<file path="src/rtl/uart_rx.sv">
// 8N1 UART receiver: two-flop synchroniser, mid-bit sampling FSM, one-cycle valid and
// framing_error strobes. Timing shares the CLOCKS_PER_BAUD convention of uart_tx.
module uart_rx #(
    parameter int CLOCKS_PER_BAUD = 868
) (
    input  logic       clk,
    input  logic       rst_n,
    input  logic       rx,
    output logic [7:0] data,
    output logic       valid,
    output logic       framing_error,
    output logic       busy
);

    localparam int CW   = (CLOCKS_PER_BAUD > 1) ? $clog2(CLOCKS_PER_BAUD) : 1;
    localparam int HALF = CLOCKS_PER_BAUD / 2;
    localparam logic [CW-1:0] HALF_LAST = CW'(HALF - 1);
    localparam logic [CW-1:0] FULL_LAST = CW'(CLOCKS_PER_BAUD - 1);

    // Exposed by name so checkers can bind to the current state.
    typedef enum logic [2:0] {
        IDLE      = 3'd0,
        START     = 3'd1,
        DATA      = 3'd2,
        STOP      = 3'd3,
        WAIT_HIGH = 3'd4
    } state_t;

    state_t        state, state_next;
    logic          sync1, rx_s;
    logic [CW-1:0] cnt, cnt_next;
    logic [2:0]    bit_idx, bit_idx_next;
    logic [7:0]    shift, shift_next;
    logic [7:0]    data_next;
    logic          valid_next, fe_next;

    always_ff @(posedge clk) begin
        if (!rst_n) begin
            sync1         <= 1'b1;
            rx_s          <= 1'b1;
            state         <= IDLE;
            cnt           <= '0;
            bit_idx       <= '0;
            shift         <= '0;
            data          <= '0;
            valid         <= 1'b0;
            framing_error <= 1'b0;
        end else begin
            sync1         <= rx;
            rx_s          <= sync1;
            state         <= state_next;
            cnt           <= cnt_next;
            bit_idx       <= bit_idx_next;
            shift         <= shift_next;
            data          <= data_next;
            valid         <= valid_next;
            framing_error <= fe_next;
        end
    end

    // The counter restarts at every sample point, so each state times from its own entry.
    always_comb begin
        state_next   = state;
        cnt_next     = cnt + 1'b1;
        bit_idx_next = bit_idx;
        shift_next   = shift;
        data_next    = data;
        valid_next   = 1'b0;
        fe_next      = 1'b0;
        case (state)
            IDLE: begin
                cnt_next = '0;
                if (!rx_s) state_next = START;
            end
            START: begin
                if (cnt == HALF_LAST) begin
                    cnt_next = '0;
                    if (rx_s) begin
                        state_next = IDLE;
                    end else begin
                        state_next   = DATA;
                        bit_idx_next = '0;
                    end
                end
            end
            DATA: begin
                if (cnt == FULL_LAST) begin
                    cnt_next   = '0;
                    shift_next = {rx_s, shift[7:1]};
                    if (bit_idx == 3'd7) state_next = STOP;
                    else                 bit_idx_next = bit_idx + 3'd1;
                end
            end
            STOP: begin
                if (cnt == FULL_LAST) begin
                    cnt_next = '0;
                    if (rx_s) begin
                        data_next  = shift;
                        valid_next = 1'b1;
                        state_next = IDLE;
                    end else begin
                        fe_next    = 1'b1;
                        state_next = WAIT_HIGH;
                    end
                end
            end
            WAIT_HIGH: begin
                cnt_next = '0;
                if (rx_s) state_next = IDLE;
            end
            default: begin
                cnt_next   = '0;
                state_next = IDLE;
            end
        endcase
    end

    assign busy = (state != IDLE);

endmodule

</file>
<file path="config.mk">
export PLATFORM = sky130hd
export DESIGN_NAME = uart_rx
export DESIGN_NICKNAME = d
export VERILOG_FILES = /design/src/rtl/uart_rx.sv
export SDC_FILE = /design/constraint.sdc
export NUM_CORES = 1
export LEC_CHECK = 0
export ABC_AREA = 1
export BUFFER_PORTS_ARGS = -buffer_cell sky130_fd_sc_hd__buf_2
export CORE_ASPECT_RATIO = 1.2
export CORE_MARGIN = 3
export CORE_UTILIZATION = 40
export CTS_CLUSTER_SIZE = 16
export DETAILED_ROUTE_END_ITERATION = 8
export PLACE_DENSITY = 0.62
export SYNTH_ARGS = -nofsm -noshare
export SYNTH_HDL_FRONTEND = slang
export SYNTH_SLANG_ARGS = --single-unit
</file>
<file path="constraint.sdc">
create_clock -name clk -period 1.7 [get_ports clk]
set_input_delay 0.34 -clock clk [delete_from_list [all_inputs] [get_ports clk]]
set_output_delay 0.34 -clock clk [all_outputs]
set_load 0.01 [all_outputs]
</file>
## After elaboration in Yosys (flattened, before gate mapping)

Index checks and enable logic that the tools add are counted.

- Bits in registers: 36
- Input bits: 3
- Output and inout bits: 11
- Logic and storage cells: 54

- Add/subtract/negate cells: 2
- Equality and inequality tests: 15
- Mux-type cells: 19
- Reductions and logical operators: 9

Operator list:

| cell | number |
|---|---|
| 3-bit two-way mux | 11 |
| 10-bit two-way mux | 2 |
| 10-bit case mux with 2 select lines | 1 |
| 2-bit != test (second input constant) | 8 |
| 3-bit case mux with 5 select lines | 1 |
| 10-bit by 1-bit adder with 10-bit output (second input constant) | 1 |
| 10-bit equality test (second input constant) | 1 |
| 10-bit by 9-bit equality test with 1-bit output (second input constant) | 1 |
| 3-bit by 2-bit equality test with 1-bit output (second input constant) | 2 |
| 3-bit equality test (second input constant) | 2 |
| 3-bit case mux with 2 select lines | 1 |
| 3-bit AND reduction | 2 |
| 6-bit AND reduction | 1 |
| 5-bit AND reduction | 1 |
| 3-bit by 1-bit adder with 3-bit output (second input constant) | 1 |
| 3-bit by 1-bit equality test with 1-bit output (second input constant) | 1 |
| 3-bit logical NOT | 1 |
| 3-bit nonzero test | 1 |
| 1-bit two-way mux | 2 |
| 2-bit two-way mux | 1 |
| 2-bit AND reduction | 1 |
| 2-bit nonzero test | 1 |
| 2-bit OR reduction | 1 |

## Longest topological paths before layout

Gate-level depths: netlist of the first run.

- Depth after elaboration: 4
- Gate-level depth with buffers: 10
- Gate-level depth less buffers: 10

## Worst setup path after synthesis of the first run

OpenSTA, ideal clock, no wires.

- Kind: register to register
- From: reg cnt[0]
- To: reg shift[1]
- Setup time: 113 ps
- Arrival time: 1336 ps
- Required time: 1587 ps
- Path slack: 251 ps
- Cell stages (with the launch flop): 9
- Buffers on the path: 0
- Clock period less this slack: 1449 ps
- Path through: dfxtp_1 -> ha_1 -> nand2_1 -> nor2_4 -> nand3_4 -> nor2_4 -> inv_4 -> o21ai_1 -> nor2_1

- Cells in the longest elaborated chain, start to end: 2

RTL lines:

| what | RTL line | source |
|---|---|---|
| start, declared | 31 | `logic [CW-1:0] cnt, cnt_next;` |
| start signal, assigned | 52 | `cnt <= cnt_next;` |
| 10-bit equality test | 87 | `if (cnt == FULL_LAST) begin` |
| 2-bit AND reduction (no source line) | - |  |
| end signal, assigned | 54 | `shift <= shift_next;` |
| end, declared | 33 | `logic [7:0] shift, shift_next;` |

No other way between the ends.
A chain may end at the register's enable or synchronous reset.

## Worst setup path in the final report of the first run

- From: reg cnt[0]
- To: reg data[6]

- Cells in the longest elaborated chain, start to end: 2

RTL lines:

| what | RTL line | source |
|---|---|---|
| 10-bit equality test | 95 | `if (cnt == FULL_LAST) begin` |
| 3-bit AND reduction (no source line) | - |  |
| end signal, assigned | 55 | `data <= data_next;` |
| end, declared | 9 | `output logic [7:0] data,` |

No other way between the ends.

==> results of run 1 <==
sequential cells by signal, summed over array words and instances, names as in the netlist:
register       flops
sync1              1
valid              1
framing_error      1
state              3
data               8
cnt               10
rx_s               1
shift              8
bit_idx            3
worst paths after layout:
| path | start | to | slack [ns] | depth (start not counted) |
|---|---|---|---|---|
| hold / removal | rx | sync1 | 0.24 | 2 |
| setup reg to reg | cnt[0] | data[6] | 0.18 | 8 |
| hold reg to reg | sync1 | rx_s | 0.42 | 1 |
| setup / recovery | cnt[0] | data[6] | 0.18 | 8 |
layout by cell type (no fill, tap or decap):
cell type and n:
nor2_1 55, nand2_1 36, dfxtp_1 36, inv_1 26, buf_2 13, o21ai_0 9, nand3_1 8, nor3_1 8
o21ai_1 7, nand4_1 6, clkbuf_8 6, buf_4 6, nand2_2 4, nand3_2 4, ha_1 4, nor2_4 3
a21oi_1 3, nor2_2 2, xnor2_1 2, or2_2 2, clkinvlp_4 2, nand4_2 1, nand3_4 1, nor3_4 1
inv_4 1, o21ai_2 1, o21bai_4 1, clkinv_1 1
cells by family (layout without fill, tap and decap cells):
| kind of cell | after synthesis | after routing | share of synthesized area [%] |
|---|---|---|---|
| AO/OA/AOI/OAI | 21 | 21 | 7.41 |
| XOR/XNOR | 2 | 2 | 1.06 |
| adder cells (fa/ha/maj) | 4 | 4 | 3.02 |
| buffers and inverters | 30 | 55 | 6.95 |
| flip-flops | 36 | 36 | 43.5 |
| AND/OR/NAND/NOR | 131 | 131 | 38.0 |
through the flow:
stage | power [mW] | hold WS (ns) | TNS [ns] | area (um2) | setup slack [ns]
final | 2.25 | 0.242 | 0 | 1920 | 0.179
after global routing | 2.42 | 0.246 | -0.00540 | 1920 | -0.00540
after CTS | 2.28 | 0.237 | 0 | 1900 | 0.120
after detailed placement | 1.64 | 0.401 | 0 | 1800 | 0.120
after global placement | 1.63 | 0.395 | 0 | 1800 | 0.159
after floorplan | 1.49 | 0.393 | 0 | 1660 | 0.251
per-layer routing:
layer / up-vias / track usage (%) / share of wire [%]
met4: 0 / 6.34 / 2.4
met2: 19 / 23.5 / 47
li1: 758 / - / -
met1: 643 / 18.1 / 47
met3: 6 / 4.42 / 3.3
met5: - / 0 / 0
power groups by stage:
stage          clock network, mW  registers (mW)  logic (mW)
2_1_floorplan                  0           0.962       0.528
3_3_place_gp                   0           0.975       0.655
3_5_place_dp                   0           0.974       0.662
4_1_cts                    0.658           0.955       0.664
5_1_grt                    0.693           0.965       0.766
6_report                   0.636           0.956       0.657
repair_timing:
action / 4_1_cts / 5_1_grt
endpoints found under the setup margin: 0 / 8
endpoints found under the hold margin: 0 / 0
gates resized for setup: 0 / 0
buffers inserted: 0 / 3
hold buffers: 0 / 0
cell type report:
type                            count  area (um2)  area share (%)
Timing Repair Buffer               19         110            5.73
Multi-Input combinational cell    158         820            42.6
Clock buffer                        6        82.6            4.29
Tap cell                           54        67.6            3.51
Inverter                           28         108            5.60
Clock inverter                      2        15.0           0.781
Sequential cell                    36         721            37.5
worst max-delay path: cells and delay by family, from the launching register on:
family          cells  cell delay, ns
fa+ha+maj           1            0.19
simple gates        5            0.61
buf+inv             1            0.18
compound gates      1            0.08
flops               1            0.40
==> metrics.csv, run 1 <==
stage,metric,value,unit
status,outcome,"complete, no violations",
setup_path,CP required,1.92,ns
global_routing,first-pass GRT wire length,5820,um
floorplanning,Initial Utilization,41.7,%
job,MaxCap Viol Count,0,
pwr,Peak VDD IR,612,uV
setup_path,crit path kind,register to register,
setup_path,Startpoint Class,register,
global_routing,initial antenna violation count,0,
placed_design,hpwl dp,2370,um
sta,max-slew violation count,0,
sta,relative slew slack,76.7,%
synth,Seq cells post-synth,36,
synth,"area leader, netlist",dfxtp_1,
pwr,clock share of power,28.3,%
pwr,power density over the cells,1170,nW/um2
route,DRC viols,0,
final_layout,fraction of layout cells with a size suffix above 1,19.3,%
cts,H-Tree Depth,2,
pwr,logic gate share of total power,29.2,%
synth,Mapped Area,1660,um2
sta,Max Freq,0.658,GHz
cts,root buf cell,clkbuf_8,
global_routing,Overflow after GRT,0,
floorplanning,FP Rows,25,
synth,distinct cell type count after synthesis,25,
final_layout,n_diodes,0,
global_routing,vias in the first global route,1359,
pwr,P_int,1.47,mW
synth,most instantiated library cell after synthesis,nor2_1,
synth,syn avg cell area,7.39,um2
placed_design,PortBufs,13,
synth,Most used DFF post-synth,dfxtp_1,
synth,synth cell count leaders,"nor2_1, dfxtp_1, nand2_1, inv_1, o21ai_0",
worst_hold_path,Hold Path Class,primary input to register,
floorplanning,CORE AREA,3970,um2
route,DR iter-0 viols,43,
sta,fin crit share,89.5,%
synth,area share of the largest cell type after synthesis,43.5,%
cts,Num CTS Buffers,5,
setup_path,CP Max Fanout,8,
synth,Post-Synthesis Net Count,231,
floorplanning,Die Height,76.5,um
setup_path,endpoint type of the worst setup path,register,
setup_path,WP data arrival,1.74,ns
route,drt total wl,3200,um
route,vias post-DR,1426,
floorplanning,DIE WIDTH,64.7,um
synth,number of synthesized flops with an enable pin,0,
cts,CTS tree,yes,
setup_path,CP max stage delay,0.40,ns
synth,sequential share of the synthesized area,43.5,%
cts,clock slew at reported path FFs,0.08,ns
synth,Synth async-reset ratio,0,%
pwr,LEAKAGE,0.845,nW
final_layout,post-route insts no fill,303,
placed_design,Final Wtd Congestion,0.801,
setup_path,"Cell Chain, Critical Path",ha_1 > nand2_1 > nor2_4 > nand3_4 > nor3_4 > buf_4 > o21ai_0 > nor2_1,
route,WL/cell,10.5,um
final_layout,Area Overhead vs Synth,16.2,%
sta,final hold vios,0,
synth,Syn Inst Count,224,
sta,Final Critical Period,1.52,ns
floorplanning,Top Ports,14,
final_layout,post-layout net count,255,
pwr,Seq pwr share,42.5,%
global_routing,all-layer global routing usage,14.7,%
synth,Yosys warning total,0,
route,DR vias/cell,4.71,
cts,clock tree buffer depth,2,
synth,synth top area cells,"dfxtp_1, nor2_1, nand2_1, inv_1, ha_1",
placed_design,placed cells,292,
global_routing,largest net degree at the start of global routing,23,
setup_path,"slowest stage cell, crit path",dfxtp_1,
cts,"Clk Latency, worst-skew pair",0.28,ns
final_layout,final core utilization,48.4,%
floorplanning,die footprint,4950,um2
route,DR pass1 iterations,4,
cts,clock sink total,36,
route,"antenna viol nets, final",0,
pwr,Switching Fraction,34.8,%
sta,"Setup violations, final",0,
pwr,net switching power,782,uW
sta,Worst-Margin Slew,0.347,ns
final_layout,Fillers,423,
sta,skew final,0.00665,ns
No activity file was read; power rests on OpenSTA's default activity.
==> inputs of run 2 (changes only) <==
CORE_ASPECT_RATIO = 0.9   (was 1.2)
==> run 2 against run 1 <==
Against the previous run:
- non-clock buffer count unchanged
- critical path depth down 1
- sequential power rose by 0.4%
- critical endpoint is now data[1]
- sequential share of layout area decreased by 0.42 points
- total power is 8.4% higher
- wire length up 3.4%
- first-iteration DRC count rose by 150%
==> metrics.csv, run 2 (synthesis results as in run 1) <==
stage,metric,value,unit,change
sta,skew final,0.00678,ns,was 0.00665 ns
pwr,logic gate share of total power,30.1,%,was 29.2%
sta,Worst-Margin Slew,0.434,ns,was 0.347 ns
placed_design,hpwl dp,2260,um,was 2370 um
cts,H-Tree Depth,2,,unchanged
final_layout,n_diodes,0,,unchanged
floorplanning,DIE WIDTH,73.8,um,was 64.7 um
route,DR iter-0 viols,106,,was 43
sta,Final Critical Period,1.59,ns,was 1.52 ns
sta,fin crit share,93.4,%,was 89.5%
route,"antenna viol nets, final",0,,unchanged
cts,"Clk Latency, worst-skew pair",0.29,ns,was 0.28 ns
route,WL/cell,11.2,um,was 10.5 um
job,MaxCap Viol Count,0,,unchanged
pwr,Peak VDD IR,469,uV,was 612 uV
cts,root buf cell,clkbuf_8,,unchanged
setup_path,WP data arrival,1.82,ns,was 1.74 ns
placed_design,placed cells,284,,was 292
pwr,net switching power,811,uW,was 782 uW
pwr,power density over the cells,1250,nW/um2,was 1170 nW/um2
setup_path,FF-to-FF Start,cnt[1],,was cnt[0]
cts,clock slew at reported path FFs,0.08,ns,about the same
floorplanning,Initial Utilization,43.2,%,was 41.7%
pwr,P_int,1.63,mW,was 1.47 mW
global_routing,initial antenna violation count,0,,unchanged
floorplanning,die footprint,4950,um2,about the same
route,drt total wl,3300,um,was 3200 um
final_layout,top flop regs,"cnt x10, data x8, shift x8",,unchanged
placed_design,PortBufs,13,,unchanged
global_routing,all-layer global routing usage,15.4,%,was 14.7%
final_layout,FF/Latch Area,722,um2,was 721 um2
final_layout,Fillers,376,,was 423
route,vias post-DR,1367,,"was 1,426"
cts,Num CTS Buffers,5,,unchanged
route,DR pass1 iterations,5,,was 4
pwr,Seq pwr share,39.4,%,was 42.5%
cts,clock sink total,36,,unchanged
floorplanning,CORE AREA,3840,um2,was 3970 um2
sta,Final Hold Slack,0.240,ns,was 0.242 ns
pwr,clock share of power,30.5,%,was 28.3%
final_layout,"commonest cells after routing, fill and taps aside","nor2_1, nand2_1, dfxtp_1",,unchanged
setup_path,"slowest stage cell, crit path",dfxtp_1,,unchanged
final_layout,max reg flops,10,,unchanged
setup_path,CP bufs+invs,0,,was 1
setup_path,critical path launch point,cnt[1],,was cnt[0]
cts,clock tree buffer depth,2,,unchanged
floorplanning,Top Ports,14,,unchanged
final_layout,post-layout net count,255,,unchanged
setup_path,"Cell Chain, Critical Path",ha_2 > nand2_1 > nor2_4 > nand3_4 > nor3_4 > o21ai_0 > nor2_1,,was ha_1 > nand2_1 > nor2_4 > nand3_4 > nor3_4 > buf_4 > o21ai_0 > nor2_1
status,outcome,"complete, no violations",,unchanged
final_layout,final core utilization,50.8,%,was 48.4%
setup_path,CP max stage delay,0.38,ns,was 0.40 ns
global_routing,vias in the first global route,1303,,"was 1,359"
sta,final hold vios,0,,unchanged
final_layout,area of the multi-input gates,827,um2,was 820 um2
sta,max-slew violation count,0,,unchanged
final_layout,"most common cell after layout, fill and taps aside",nor2_1,,unchanged
worst_hold_path,hold path start,rx,,unchanged
floorplanning,Die Height,67.0,um,was 76.5 um
setup_path,endpoint type of the worst setup path,register,,unchanged
setup_path,CP Max Fanout,8,,unchanged
sta,relative slew slack,70.8,%,was 76.7%
route,DR vias/cell,4.63,,was 4.71
pwr,Switching Fraction,33.3,%,was 34.8%
final_layout,post-route insts no fill,295,,was 303
floorplanning,FP Rows,21,,was 25
cts,CTS tree,yes,,unchanged
pwr,total power,2.44,mW,was 2.25 mW
final_layout,fraction of layout cells with a size suffix above 1,20.1,%,was 19.3%
global_routing,Overflow after GRT,0,,unchanged
worst_hold_path,Hold Path Class,primary input to register,,unchanged
global_routing,first-pass GRT wire length,5780,um,was 5820 um
pwr,LEAKAGE,0.867,nW,was 0.845 nW
setup_path,cell family with most CP delay,simple AND/OR/NAND/NOR gates,,unchanged
final_layout,Area Overhead vs Synth,17.7,%,was 16.2%
final_layout,Top reg by flops,cnt,,unchanged
route,DRC viols,0,,unchanged
placed_design,Final Wtd Congestion,0.793,,was 0.801
setup_path,Startpoint Class,register,,unchanged
sta,Max Freq,0.630,GHz,was 0.658 GHz
setup_path,crit path kind,register to register,,unchanged
setup_path,CP required,1.93,ns,was 1.92 ns
global_routing,largest net degree at the start of global routing,23,,unchanged
sta,"Setup violations, final",0,,unchanged
run 2: changes by cell type in the layout (fill, tap and decap cells not counted):
cell        before  now
dfxtp_1         36   35
clkinvlp_4       2    1
ha_2             0    1
ha_1             4    3
buf_4            6    5
nand2_4          0    1
buf_12           0    1
clkbuf_8         6    5
dfxtp_2          0    1
nand2_2          4    3
bufinv_16        0    1
clkinv_2         0    1
run 2: repair_timing:
item                                    CTS  global route
endpoints found under the setup margin    0            22
gates resized for setup                   0             3
buffers inserted                          0             3
hold buffers                              0             0
run 2: area by class of cell:
class	count	share of cell area (%)
multi-input cells	158	42.5
flip-flops and latches	36	37.1
repair buffers	19	6.29
inverters	28	5.52
clock buffers	5	3.53
well taps	46	2.95
clock inverters	3	2.18
run 2: per-layer routing:
metal	vias up	track usage, %	wire length (um)
met2	26	22.2	1340
met3	4	4.98	134
met4	0	6.11	38
li1	756	-	-
met5	-	0	0
met1	581	21.0	1790
run 2: power groups by stage:
stage / Combinational, mW / Clock, mW / Sequential [mW]
3_5_place_dp: 0.654 / 0 / 0.979
5_1_grt: 0.838 / 0.800 / 0.969
6_report: 0.734 / 0.743 / 0.960
2_1_floorplan: 0.528 / 0 / 0.962
3_3_place_gp: 0.651 / 0 / 0.977
4_1_cts: 0.665 / 0.766 / 0.958
run 2: final timing paths:
check / to / slack [ns] / cells past startpoint
worst min register to register: rx_s / 0.42 / 1
worst min-delay path: sync1 / 0.24 / 2
worst max-delay path: data[1] / 0.11 / 7
worst max register to register: data[1] / 0.11 / 7
run 2: stage by stage:
stage          instance area (um2)  setup WS (ns)  setup TNS, ns
3_3_place_gp                  1790          0.137              0
6_report                      1950          0.113              0
4_1_cts                       1900         0.0767              0
3_5_place_dp                  1790         0.0928              0
5_1_grt                       1950        -0.0164        -0.0179
2_1_floorplan                 1660          0.251              0
